## config.mk

```make
export PLATFORM = sky130hd
export DESIGN_NAME = alu_sub_arbiter
export DESIGN_NICKNAME = d
export VERILOG_FILES = /design/src/rtl/alu_sub_arbiter.sv
export SDC_FILE = /design/constraint.sdc
export NUM_CORES = 1
export LEC_CHECK = 0
export ABC_AREA = 1
export CAP_MARGIN = 0
export CORE_UTILIZATION = 43
export CTS_CLUSTER_DIAMETER = 30
export DETAILED_ROUTE_END_ITERATION = 8
export GPL_ROUTABILITY_DRIVEN = 0
export PLACE_DENSITY = 0.78
export SETUP_SLACK_MARGIN = 0.3
export SLEW_MARGIN = 5
export SYNTH_ARGS = -nofsm -noshare
export SYNTH_HDL_FRONTEND = slang
export SYNTH_SLANG_ARGS = --single-unit
```

## constraint.sdc

```tcl
create_clock -name clk -period 2.9 [get_ports clk]
set_clock_uncertainty 0.05 [all_clocks]
set_input_delay 0.58 -clock clk [delete_from_list [all_inputs] [get_ports clk]]
set_output_delay 0.58 -clock clk [all_outputs]
set_load 0.02 [all_outputs]
```

## src/rtl/alu_sub_arbiter.sv

```systemverilog
// Round-robin shared 32-bit add/subtract unit with valid/ready response port.
// Optional {carry_borrow, zero} flags output enabled by `define ALU_SUB_FLAGS_EN.
module alu_sub_arbiter #(
    parameter int NUM_REQ = 4,
    parameter int DATA_W  = 32,
    parameter int ID_W    = 2
) (
    input  logic                      clk,
    input  logic                      n_rst,
    input  logic [NUM_REQ-1:0]        req_valid,
    output logic [NUM_REQ-1:0]        req_ready,
    input  logic [NUM_REQ*DATA_W-1:0] req_a,
    input  logic [NUM_REQ*DATA_W-1:0] req_b,
    input  logic [NUM_REQ-1:0]        req_op,
    output logic                      rsp_valid,
    input  logic                      rsp_ready,
    output logic [ID_W-1:0]           rsp_id,
    output logic [DATA_W-1:0]         rsp_result,
    output logic                      busy
`ifdef ALU_SUB_FLAGS_EN
    ,
    output logic [1:0]                rsp_flags
`endif
);

    localparam int IW = (NUM_REQ > 1) ? $clog2(NUM_REQ) : 1;

    typedef enum logic [1:0] {
        S_IDLE = 2'd0,
        S_EXEC = 2'd1,
        S_RESP = 2'd2
    } state_t;

    state_t              r_state;
    logic [ID_W-1:0]     r_last;
    logic [ID_W-1:0]     r_id;
    logic [DATA_W-1:0]   r_a;
    logic [DATA_W-1:0]   r_b;
    logic                r_op;
    logic [DATA_W-1:0]   r_result;
    logic                r_rsp_valid;
    logic [ID_W-1:0]     r_rsp_id;

    logic                w_any;
    logic [ID_W-1:0]     w_win;
    logic                w_take;
    logic [NUM_REQ-1:0]  w_grant;
    logic [DATA_W-1:0]   w_res;

    // Lowest rotation offset from last_grant+1 wins, so scan offsets downward.
    always_comb begin
        w_any = |req_valid;
        w_win = r_last;
        for (int i = NUM_REQ; i >= 1; i--) begin
            int k;
            k = (int'(r_last) + i) % NUM_REQ;
            if (req_valid[k[IW-1:0]]) begin
                w_win = ID_W'(k);
            end
        end
    end

    // Gate with reset so no grant is visible while the block is held in reset.
    assign w_take  = (r_state == S_IDLE) && n_rst && w_any;
    assign w_grant = w_take ? (NUM_REQ'(1) << w_win) : '0;

`ifdef ALU_SUB_FLAGS_EN
    logic [DATA_W:0] w_full;
    logic            w_cb;
    logic [1:0]      r_flags;

    assign w_full = r_op ? ({1'b0, r_a} + {1'b0, r_b})
                         : ({1'b0, r_a} - {1'b0, r_b});
    assign w_res  = w_full[DATA_W-1:0];
    assign w_cb   = w_full[DATA_W];
`else
    assign w_res  = r_op ? (r_a + r_b) : (r_a - r_b);
`endif

    always_ff @(posedge clk or negedge n_rst) begin
        if (!n_rst) begin
            r_state     <= S_IDLE;
            r_last      <= ID_W'(NUM_REQ - 1);
            r_id        <= '0;
            r_a         <= '0;
            r_b         <= '0;
            r_op        <= 1'b0;
            r_result    <= '0;
            r_rsp_valid <= 1'b0;
            r_rsp_id    <= '0;
`ifdef ALU_SUB_FLAGS_EN
            r_flags     <= 2'b00;
`endif
        end else begin
            unique case (r_state)
                S_IDLE: begin
                    if (w_take) begin
                        r_a     <= req_a[int'(w_win)*DATA_W +: DATA_W];
                        r_b     <= req_b[int'(w_win)*DATA_W +: DATA_W];
                        r_op    <= req_op[w_win[IW-1:0]];
                        r_id    <= w_win;
                        r_last  <= w_win;
                        r_state <= S_EXEC;
                    end
                end
                S_EXEC: begin
                    r_result    <= w_res;
                    r_rsp_id    <= r_id;
                    r_rsp_valid <= 1'b1;
`ifdef ALU_SUB_FLAGS_EN
                    r_flags     <= {w_cb, (w_res == '0)};
`endif
                    r_state     <= S_RESP;
                end
                S_RESP: begin
                    if (rsp_ready) begin
                        r_rsp_valid <= 1'b0;
                        r_state     <= S_IDLE;
                    end
                end
                default: begin
                    r_rsp_valid <= 1'b0;
                    r_state     <= S_IDLE;
                end
            endcase
        end
    end

    assign req_ready  = w_grant;
    assign rsp_valid  = r_rsp_valid;
    assign rsp_id     = r_rsp_id;
    assign rsp_result = r_result;
    assign busy       = (r_state != S_IDLE);
`ifdef ALU_SUB_FLAGS_EN
    assign rsp_flags  = r_flags;
`endif

endmodule

```

## Yosys cells after proc, flatten, opt, wreduce, memory -nomap -nowiden

Cells that the tools add are included.

| storage, ports and cells | value |
|---|---|
| output and inout port bits | 40 |
| input bits | 267 |
| register bits | 106 |

| cells by class | value |
|---|---|
| equal/unequal tests | 4 |
| bitwise operators | 1 |
| order comparisons | 5 |
| add/sub/neg operators | 6 |
| shifts and indexed selects | 3 |
| reductions and logical operators | 8 |
| multiplexer cells | 21 |

Operators with widths:

| operator | count |
|---|---|
| variable part select 128 x 8 -> 32 bit | 2 |
| adder 32 bit | 1 |
| 2-to-1 mux 32 bit | 1 |
| subtractor 32 bit | 1 |
| less-than comparator 2 x 3 -> 1 bit (second input constant) | 5 |
| 2-to-1 mux 2 bit | 6 |
| binary-select mux 1 bit (select 2 bit) | 5 |
| 2-to-1 mux 1 bit | 6 |
| case mux 2 bit (3 select lines) | 1 |
| AND reduction 2 bit | 3 |
| adder 2 x 1 -> 2 bit (second input constant) | 2 |
| adder 2 bit (second input constant) | 2 |
| 2-to-1 mux 4 bit | 1 |
| != test 2 bit (second input constant) | 2 |
| OR reduction 4 bit | 1 |
| left shift 1 x 2 -> 4 bit (first input constant) | 1 |
| case mux 1 bit (3 select lines) | 1 |
| == test 2 x 1 -> 1 bit (second input constant) | 1 |
| == test 2 bit (second input constant) | 1 |
| logical AND 1 bit | 2 |
| zero test 2 bit | 1 |
| nonzero test 2 bit | 1 |
| inverter 1 bit | 1 |

## Longest topological paths before layout

Gate-level depths: netlist of the first run.

| logic depth | value |
|---|---|
| depth in word-level cells | 9 |
| depth in mapped cells | 20 |
| depth with buffers taken out | 19 |

## Worst setup path before layout of the first run

Ideal clock, no wire load.

| timing | value |
|---|---|
| path kind | register to register |
| start | register r_op |
| end | register r_result[12], in the netlist rsp_result[12] |
| stages on the path, launching flop included | 18 |
| slack | 0.053 ns |
| required time | 2.732 ns |
| path buffers | 3 |
| arrival | 2.679 ns |
| cells stage by stage | dfrtp_1 clkbuf_1 inv_1 clkbuf_1 buf_1 o21ai_0 fa_1 nand2_1 nand2_1 nand3b_1 nand2_1 nand2_1 nand2_1 nand2_1 nand2_1 or2_2 nand3_1 nand2_1 |

| on the way | value |
|---|---|
| cells in the longest elaborated chain, start to end | 1 |

RTL lines:

| element | line | RTL |
|---|---|---|
| from (decl) | 39 | `logic r_op;` |
| from (signal assigned) | 100 | `r_op <= req_op[w_win[IW-1:0]];` |
| 2-to-1 mux 32 bit | 77 | `assign w_res = r_op ? (r_a + r_b) : (r_a - r_b);` |
| to (signal assigned) | 107 | `r_result <= w_res;` |
| to (decl) | 40 | `logic [DATA_W-1:0] r_result;` |

Every way passes these cells.
A chain may end at the register's enable or synchronous reset.

## Worst setup path after layout of the first run

| timing | value |
|---|---|
| start | register r_b[5] |
| end | register r_result[23], in the netlist rsp_result[23] |

| on the way | value |
|---|---|
| cells in the longest elaborated chain, start to end | 2 |
| elaborated cells between the ends (all ways) | 3 |

RTL lines:

| element | line | RTL |
|---|---|---|
| from (decl) | 38 | `logic [DATA_W-1:0] r_b;` |
| from (signal assigned) | 99 | `r_b <= req_b[int'(w_win)*DATA_W +: DATA_W];` |
| subtractor 32 bit or adder 32 bit (tied branches) | 77 |  |
| 2-to-1 mux 32 bit (*) | 77 |  |

Every way passes the cells marked *; elsewhere a longest branch is shown, timed or not.

==> qor.csv, run 1 <==
stage,metric,value,unit
setup_path,Critical R2R Launch,r_b[5]$_DFFE_PN0P_,
clock_network,"Hold-fix buffers, CTS",0,
clock_network,Root Driver,clkbuf_16,
sta,Setup WS post-layout,-0.2641,ns
synth,biggest area consumer among synthesized cells,nand2_1,
cells_and_area,ratio of cells with drive above 1 in the final layout,19.04,%
setup_path,WP data arrival,3.39,ns
place,pre-CTS setup slack,-0.3385,ns
hold_path,worst min path class,primary input to asynchronous set/reset pin,
floorplanning,initial core utilization,44.12,%
synth,synthesized area per cell,5.922,um2
clock_network,Worst-path clk slew,0.08,ns
clock_network,CTS H-Tree Depth,3,
routing,Initial DRC Count,1339,
routing,DR vias/cell,5.521,
job,maxcap violations,0,
clock_network,clock buffer depth,2,
routing,routed len/inst,17.25,um
outcome,status,"finished, violations left",
cells_and_area,Area Overhead vs Synth,56.45,%
synth,Seq cells post-synth,106,
synth,Post-synth EDFFs,0,
clock_network,CTS tree,done,
synth,Most used DFF post-synth,dfrtp_1,
sta,crit path time final,3.164,ns
synth,part of the Yosys area used for sequential elements,27.49,%
grt,initial antenna violation count,0,
cells_and_area,Ant. Diodes,0,
grt,Total GRT Usage,31.36,%
sta,slew margin rel.,38.78,%
synth,"count leader, synth",nand2_1,
floorplanning,die area,23060,um2
grt,first-pass GRT wire length,58890,um
setup_path,Critical Path Sink Type,register,
routing,DR DRC count,0,
sta,RSZ-0062 raised after global routing,true,
setup_path,Worst Setup Start Kind,register,
synth,Yosys top cell area share,33.50,%
routing,drt first pass iters,8,
synth,synth top area cells,"nand2_1, dfrtp_1, nand3_1",
synth,async set-or-reset flop fraction in the synthesized netlist,100.0,%
outcome,failing checks,negative setup slack,
clock_network,cts bufs inserted,9,
floorplanning,Core Area,21890,um2
floorplanning,FP Rows,54,
routing,Routed WL,39700,um
clock_network,"Clk Latency, worst-skew pair",0.38,ns
clock_network,CTS sink count,106,
sta,fmax,316.0,MHz
grt,gr ovfl total,0,
sta,final worst-path cycle share,109.1,%
setup_path,critical path class,register to register,
sta,Finish-stage setup viols,18,
cells_and_area,final-stage net count,2324,
sta,hold slack final,0.1744,ns
synth,library cells used by synthesis,39,
grt,largest net degree at the start of global routing,75,
routing,"antenna viol nets, final",0,
place,Port Buf Inserts,306,
sta,Slew @ Worst Pin,0.9183,ns
setup_path,Worst EP required,3.12,ns
synth,top post-synthesis cells by count,"nand2_1, nand3_1, dfrtp_1",
sta,setup TNS,-2.179,ns
grt,vias in the first global route,11920,
place,post-DP HPWL,26150,um
setup_path,worst setup path startpoint,r_b[5]$_DFFE_PN0P_,
floorplanning,I/O Pins,307,
sta,"Hold Vio Cnt, Final",0,
routing,DR vias,12710,
sta,"Slew Viols, Final",0,
cells_and_area,fill count,1768,
floorplanning,die height,151.9,um
setup_path,crit-path max FO,4,
synth,Ys Warns,0,
synth,Post-Syn Area,9658,um2
floorplanning,die width,151.9,um
synth,syn_nets,1938,
synth,Mapped Cells,1631,
[sequential cells by signal, indices dropped and copies added, names as in the netlist, 2 cells and up]
| name | flops |
|---|---|
| rsp_id | 2 |
| r_b | 32 |
| r_id | 2 |
| r_state | 2 |
| r_last | 2 |
| r_a | 32 |
| rsp_result | 32 |
[worst paths after layout]
check / endpoint / slack [ns] / depth (start not counted)
min in group clk: rsp_result[31]$_DFFE_PN0P_ / 0.43 / 2
worst max register to register: rsp_result[23]$_DFFE_PN0P_ / -0.26 / 17
worst min-delay path: rsp_valid$_DFFE_PN0P_ / 0.17 / 2
worst min register to register: rsp_result[31]$_DFFE_PN0P_ / 0.43 / 2
max in group asynchronous: r_b[11]$_DFFE_PN0P_ / 1.28 / 3
worst max-delay path: rsp_result[23]$_DFFE_PN0P_ / -0.26 / 17
[per-stage QoR]
stage          util (%)  instances  area, um2
2_1_floorplan         -       1631       9739
3_3_place_gp      61.10       2228      13380
3_5_place_dp      61.10       2228      13380
4_1_cts           66.76       2291      14610
5_1_grt           69.02       2302      15110
6_report          69.02       2302      15110
[cell usage in the layout (no fill, tap or decap), types with 5 or more instances in the layout]
cell,netlist,routed
nand3_1,187,180
nand4_1,5,5
ha_1,39,22
nand2_2,4,45
a21oi_2,0,31
o21ai_2,0,9
nor2_2,0,12
clkbuf_16,0,9
xnor2_1,10,6
ha_4,0,13
nor2_4,0,19
a21oi_1,51,17
o21ai_0,48,27
dfrtp_1,104,101
inv_2,5,14
nand3b_1,6,6
o21a_1,6,6
clkdlybuf4s50_1,0,297
xor2_2,0,6
nand2_4,2,10
nand2_1,862,813
o21ai_1,1,10
inv_1,67,55
nor2_1,82,51
buf_4,11,142
nand3_2,0,6
buf_6,11,9
xor2_1,30,22
[worst max-delay path, cell delays in order (launching register included)]
cell and delay, ns:
dfrtp_1 0.43, nor2_1 0.18, nand2_1 0.12, nor2_4 0.22, nand2_4 0.09, nor3b_2 0.18, a21oi_2 0.09, xor2_1 0.15
buf_4 0.17, ha_4 0.32, nand2_4 0.11, o21ai_2 0.37, a21oi_2 0.12, buf_4 0.16, nand2_1 0.06, nand2_1 0.05
nand3_1 0.12, nand2_1 0.06
[cell families (layout without fill, tap and decap cells)]
group	count (synthesis)	after routing	share of synthesized area, %
fa+ha+maj	40	40	5.260
simple gates	1175	1175	49.48
compound gates	115	115	6.296
buf+inv	155	546	7.851
xor+xnor	40	40	3.627
flops	106	106	27.49
[final cells by class]
class	count	area, um2	area share [%]
Multi-Input combinational cell	1370	7244	47.95
Inverter	74	289.0	1.913
Sequential cell	106	2659	17.60
Clock inverter	7	98.84	0.6542
Clock buffer	9	225.2	1.491
Timing Repair Buffer	456	4243	28.08
Tap cell	280	350.3	2.319
[per-layer routing]
layer	vias up	wire (um)	GRT usage, %
met1	5745	15120	39.18
met2	808	18880	53.05
met3	213	3477	5.847
li1	5944	-	-
met5	-	0	0
met4	0	2221	12.90
[repair_timing]
item                       CTS  global route
gates resized for setup    178            99
setup endpoints to repair   55            92
setup buffers               47            11
pin swaps                   73            37
Power of run 1 is left out: the tool's default activity adds up to more than one toggle a clock period on the data nets, which glitch-free logic cannot reach.
==> run 2, diff against run 1 <==
Settings changed: PLACE_DENSITY 0.78 to 0.74.
==> qor.csv, run 2 (synthesis gave the netlist of run 1 again) <==
stage,metric,value,unit,change
cells_and_area,final-stage net count,2319,,-0.22%
grt,largest net degree at the start of global routing,74,,-1.3%
grt,vias in the first global route,11520,,-3.4%
cells_and_area,Finished Layout Cells,2298,,-0.17%
grt,first-pass GRT wire length,56610,um,-3.9%
hold_path,worst min path class,primary input to asynchronous set/reset pin,,
floorplanning,Core Area,21890,um2,unchanged
routing,routed len/inst,16.67,um,-3.3%
setup_path,Worst Setup Start Kind,register,,
place,DP Cell Count,2247,,+0.85%
grt,M2 GR Usage,51.56,%,-1.5 points
floorplanning,I/O Pins,307,,unchanged
sta,Slew @ Worst Pin,0.9072,ns,-0.01112 ns
place,pre-CTS setup slack,-0.3273,ns,+0.01121 ns
clock_network,Worst-path clk slew,0.08,ns,about the same
clock_network,cts bufs inserted,9,,unchanged
routing,DR vias,12240,,-3.7%
setup_path,Worst EP required,3.10,ns,-0.02 ns
cells_and_area,"commonest non-fill, non-tap cell in the layout",nand2_1,,
sta,final worst-path cycle share,104.5,%,-4.6 points
clock_network,"Clk Latency, worst-skew pair",0.37,ns,about the same
outcome,failing checks,negative setup slack,,
routing,Routed WL,38320,um,-3.5%
routing,DR vias/cell,5.325,,-3.6%
sta,"Hold Vio Cnt, Final",0,,unchanged
cells_and_area,Area Overhead vs Synth,57.55,%,
sta,slew margin rel.,39.52,%,+0.74 points
cells_and_area,"commonest cells after routing, fill and taps aside","nand2_1, clkdlybuf4s50_1, nand3_1",,
clock_network,CTS H-Tree Depth,3,,unchanged
clock_network,CTS tree,done,,
place,Port Buf Inserts,306,,unchanged
cells_and_area,fill count,1851,,+4.7%
routing,drt first pass iters,5,,-3
outcome,status,"finished, violations left",,
setup_path,Critical Path Sink Type,register,,
sta,Finish-stage setup viols,13,,-5
setup_path,critical path class,register to register,,
routing,DR DRC count,0,,unchanged
floorplanning,die height,151.9,um,unchanged
clock_network,clock buffer depth,2,,unchanged
grt,Top Usage Layer GRT,met2,,
setup_path,WP data arrival,3.23,ns,-0.16 ns
grt,global-route track usage on met1,37.49,%,-1.7 points
grt,initial antenna violation count,0,,unchanged
grt,Total GRT Usage,30.25,%,-1.1 points
cells_and_area,fin util,69.51,%,+0.49 points
routing,"antenna viol nets, final",0,,unchanged
setup_path,crit-path max FO,4,,unchanged
clock_network,"Hold-fix buffers, CTS",0,,unchanged
sta,Setup WS post-layout,-0.1295,ns,+0.1345 ns
sta,RSZ-0062 raised after global routing,true,,
sta,crit path time final,3.030,ns,-0.1345 ns
floorplanning,die area,23060,um2,unchanged
routing,Initial DRC Count,810,,-40%
clock_network,Root Driver,clkbuf_16,,
grt,gr ovfl total,0,,unchanged
floorplanning,die width,151.9,um,unchanged
sta,fmax,330.1,MHz,+4.4%
floorplanning,initial core utilization,44.12,%,unchanged
grt,met3 Usage GRT,5.020,%,-0.83 points
clock_network,CTS sink count,106,,unchanged
cells_and_area,ratio of cells with drive above 1 in the final layout,19.19,%,+0.15 points
sta,"Slew Viols, Final",0,,unchanged
place,post-DP HPWL,26640,um,+1.9%
job,maxcap violations,0,,unchanged
floorplanning,FP Rows,54,,unchanged
## run 2: through the flow
step / TNS, ns / instance area, um2 / hold slack (ns)
6_report: -0.6776 / 15220 / 0.1865
5_1_grt: -3.373 / 15210 / 0.2340
4_1_cts: 0 / 14480 / 0.2073
3_5_place_dp: -13.57 / 13540 / 0.4147
3_3_place_gp: -10.21 / 13540 / 0.4094
2_1_floorplan: 0 / 9739 / 0.2344
## run 2: routing by layer
| metal | wire length [um] | vias up |
|---|---|---|
| met2 | 18600 | 569 |
| met1 | 15270 | 5591 |
| li1 | - | 5938 |
| met3 | 2578 | 138 |
| met5 | 0 | - |
| met4 | 1865 | 0 |
## run 2: critical path: stages (launching register included)
cell and delay, ns:
dfrtp_1 0.40, inv_2 0.10, ha_4 0.16, nand3_4 0.11, nor2_4 0.12, nand2_2 0.09
nor3b_2 0.21, a21oi_2 0.08, xor2_1 0.17, buf_4 0.17, ha_4 0.29, nand2_4 0.08
nor2_4 0.15, inv_2 0.09, nor4_4 0.25, nand2_1 0.13, nand2_1 0.08, nand2_1 0.06
nand3_2 0.08, nand2_1 0.06
## run 2: what timing repair did
action,CTS,global route
pin swaps,66,71
endpoints found under the setup margin,71,80
cloned,0,2
setup buffers,21,11
resized for setup,154,151
## run 2: layout make-up
class / count / area (um2) / area share, %
diodes: 1 / 2.502 / 0.01645
inverters: 74 / 290.3 / 1.908
clock inverters: 7 / 106.4 / 0.6990
flip-flops and latches: 106 / 2660 / 17.48
repair buffers: 451 / 4295 / 28.23
well taps: 280 / 350.3 / 2.302
multi-input cells: 1370 / 7286 / 47.88
clock buffers: 9 / 225.2 / 1.480
## run 2: final timing paths
path	start	to	slack, ns	depth (start not counted)
max	r_b[1]$_DFFE_PN0P_	rsp_result[23]$_DFFE_PN0P_	-0.13	19
min reg2reg	rsp_result[1]$_DFFE_PN0P_	rsp_result[1]$_DFFE_PN0P_	0.43	2
max reg2reg	r_b[1]$_DFFE_PN0P_	rsp_result[23]$_DFFE_PN0P_	-0.13	19
min	n_rst	r_state[1]$_DFFE_PN0P_	0.19	2
max in group asynchronous	n_rst	r_b[12]$_DFFE_PN0P_	1.28	3
min in group clk	rsp_result[1]$_DFFE_PN0P_	rsp_result[1]$_DFFE_PN0P_	0.43	2
Power of run 2 is left out for the same reason.
==> run 3, diff against run 2 <==
Settings changed: SKIP_CTS_REPAIR_TIMING set to 1.
==> qor.csv, run 3 (synthesis gave the netlist of run 1 again) <==
stage,metric,value,unit,change
setup_path,reg2reg setup slack,-0.14,ns,about the same
place,Port Buf Inserts,306,,unchanged
setup_path,Worst Setup Start Kind,register,,
routing,Initial DRC Count,847,,+4.6%
setup_path,Worst EP required,3.12,ns,+0.02 ns
sta,Slew @ Worst Pin,0.9217,ns,+0.01452 ns
sta,Setup WS post-layout,-0.1366,ns,-0.007028 ns
routing,routed len/inst,15.96,um,-4.3%
routing,DR DRC count,0,,unchanged
cells_and_area,"commonest non-fill, non-tap cell in the layout",nand2_1,,
cells_and_area,Area Overhead vs Synth,53.92,%,
routing,Routed WL,36540,um,-4.7%
grt,Total GRT Usage,28.77,%,-1.5 points
clock_network,Worst-path clk slew,0.08,ns,about the same
cells_and_area,fin util,67.91,%,-1.6 points
floorplanning,I/O Pins,307,,unchanged
sta,final worst-path cycle share,104.7,%,+0.24 points
grt,vias in the first global route,11000,,-4.5%
setup_path,Critical Path Sink Type,register,,
grt,first-pass GRT wire length,53880,um,-4.8%
setup_path,crit-path max FO,4,,unchanged
floorplanning,die area,23060,um2,unchanged
cells_and_area,"commonest cells after routing, fill and taps aside","nand2_1, clkdlybuf4s50_1, nand3_1",,
clock_network,cts bufs inserted,9,,unchanged
sta,"Hold Vio Cnt, Final",0,,unchanged
place,DP Cell Count,2247,,unchanged
place,post-DP HPWL,26640,um,unchanged
sta,"Slew Viols, Final",0,,unchanged
setup_path,critical path class,register to register,,
floorplanning,die height,151.9,um,unchanged
routing,DR vias,12050,,-1.6%
hold_path,worst min path class,primary input to asynchronous set/reset pin,,
grt,gr ovfl total,0,,unchanged
grt,largest net degree at the start of global routing,74,,unchanged
sta,setup TNS,-0.9150,ns,-0.2375 ns
cells_and_area,final-stage net count,2311,,-0.34%
routing,drt first pass iters,5,,unchanged
floorplanning,initial core utilization,44.12,%,unchanged
sta,fmax,329.3,MHz,-0.23%
sta,Finish-stage setup viols,13,,unchanged
clock_network,CTS tree,done,,
cells_and_area,fill count,1927,,+4.1%
sta,RSZ-0062 raised after global routing,true,,
grt,initial antenna violation count,0,,unchanged
routing,DR vias/cell,5.263,,-1.2%
routing,"antenna viol nets, final",0,,unchanged
sta,slew margin rel.,38.55,%,-0.97 points
clock_network,CTS sink count,106,,unchanged
cells_and_area,Finished Layout Cells,2289,,-0.39%
clock_network,Root Driver,clkbuf_16,,
cells_and_area,Ant. Diodes,0,,-1
setup_path,Critical R2R Launch,r_b[1]$_DFFE_PN0P_,,
clock_network,"Clk Latency, worst-skew pair",0.37,ns,about the same
cells_and_area,ratio of cells with drive above 1 in the final layout,17.37,%,-1.8 points
clock_network,clock buffer depth,2,,unchanged
clock_network,CTS H-Tree Depth,3,,unchanged
floorplanning,Core Area,21890,um2,unchanged
setup_path,Crit Reg-Reg Endpoint,rsp_result[29]$_DFFE_PN0P_,,
floorplanning,FP Rows,54,,unchanged
setup_path,WP data arrival,3.26,ns,+0.03 ns
setup_path,R2R cell count,18,,-1
sta,crit path time final,3.037,ns,+0.007028 ns
outcome,status,"finished, violations left",,
floorplanning,die width,151.9,um,unchanged
job,maxcap violations,0,,unchanged
outcome,failing checks,negative setup slack,,
run 3: cell types whose count changed in the layout (fill, tap and decap cells not counted), moves of 4 or more:
cell / before / now
nand2_1: 797 / 816
nand2_4: 24 / 14
ha_1: 22 / 30
nand2_2: 46 / 38
nor2_2: 17 / 25
nor2_4: 14 / 8
a21oi_4: 5 / 0
buf_4: 132 / 127
ha_4: 12 / 7
o21ai_1: 13 / 18
a21oi_2: 26 / 30
buf_6: 11 / 7
dlygate4sd2_1: 4 / 0
dlymetal6s2s_1: 0 / 4
run 3: stage by stage:
step           cell area [um2]  hold slack (ns)  setup WS [ns]
6_report                 14870           0.1896        -0.1366
5_1_grt                  14870           0.2366        -0.3032
4_1_cts                  13870           0.2073        -0.3412
3_5_place_dp             13540           0.4147        -0.3273
3_3_place_gp             13540           0.4094        -0.2893
2_1_floorplan             9739           0.2344         0.2768
run 3: cell type report:
cell class | instances | area, um2 | share of cell area [%]
inverters | 74 | 296.5 | 1.995
flip-flops and latches | 106 | 2660 | 17.89
multi-input cells | 1370 | 6987 | 47.00
repair buffers | 443 | 4240 | 28.52
clock inverters | 7 | 106.4 | 0.7154
well taps | 280 | 350.3 | 2.357
clock buffers | 9 | 225.2 | 1.515
run 3: how the worst max path moves through the flow:
| stage | from | to | slack [ns] | cells past startpoint |
|---|---|---|---|---|
| 2_1_floorplan | r_b[0]$_DFFE_PN0P_ | rsp_result[31]$_DFFE_PN0P_ | 0.28 | 18 |
| 3_3_place_gp | req_valid[1] | req_ready[0] | -0.29 | 12 |
| 3_5_place_dp | req_valid[0] | req_ready[0] | -0.33 | 12 |
| 4_1_cts | r_last[0]$_DFFE_PN1P_ | req_ready[1] | -0.34 | 13 |
| 5_1_grt | r_b[1]$_DFFE_PN0P_ | rsp_result[29]$_DFFE_PN0P_ | -0.30 | 18 |
| 6_report | r_b[1]$_DFFE_PN0P_ | rsp_result[29]$_DFFE_PN0P_ | -0.14 | 18 |
run 3: routing by layer:
layer	vias up	global-route usage [%]	share of wire [%]
li1	5920	-	-
met1	5504	36.95	41
met2	523	48.94	48
met3	99	4.335	6.3
met4	0	10.33	3.9
met5	-	0	0
run 3: critical path: stages (launching register included):
cell     delay (ns)
dfrtp_1        0.40
inv_2          0.10
ha_4           0.15
nand3_4        0.09
nor3_2         0.25
buf_4          0.18
nand3_1        0.09
xor2_1         0.18
a21oi_2        0.09
ha_1           0.34
nand2_2        0.13
nor2_4         0.15
nand2_1        0.09
nor4_1         0.23
nand2_1        0.15
nand2_1        0.09
nand2_1        0.05
nand3_1        0.06
nand2_1        0.05
Power of run 3 is left out for the same reason.
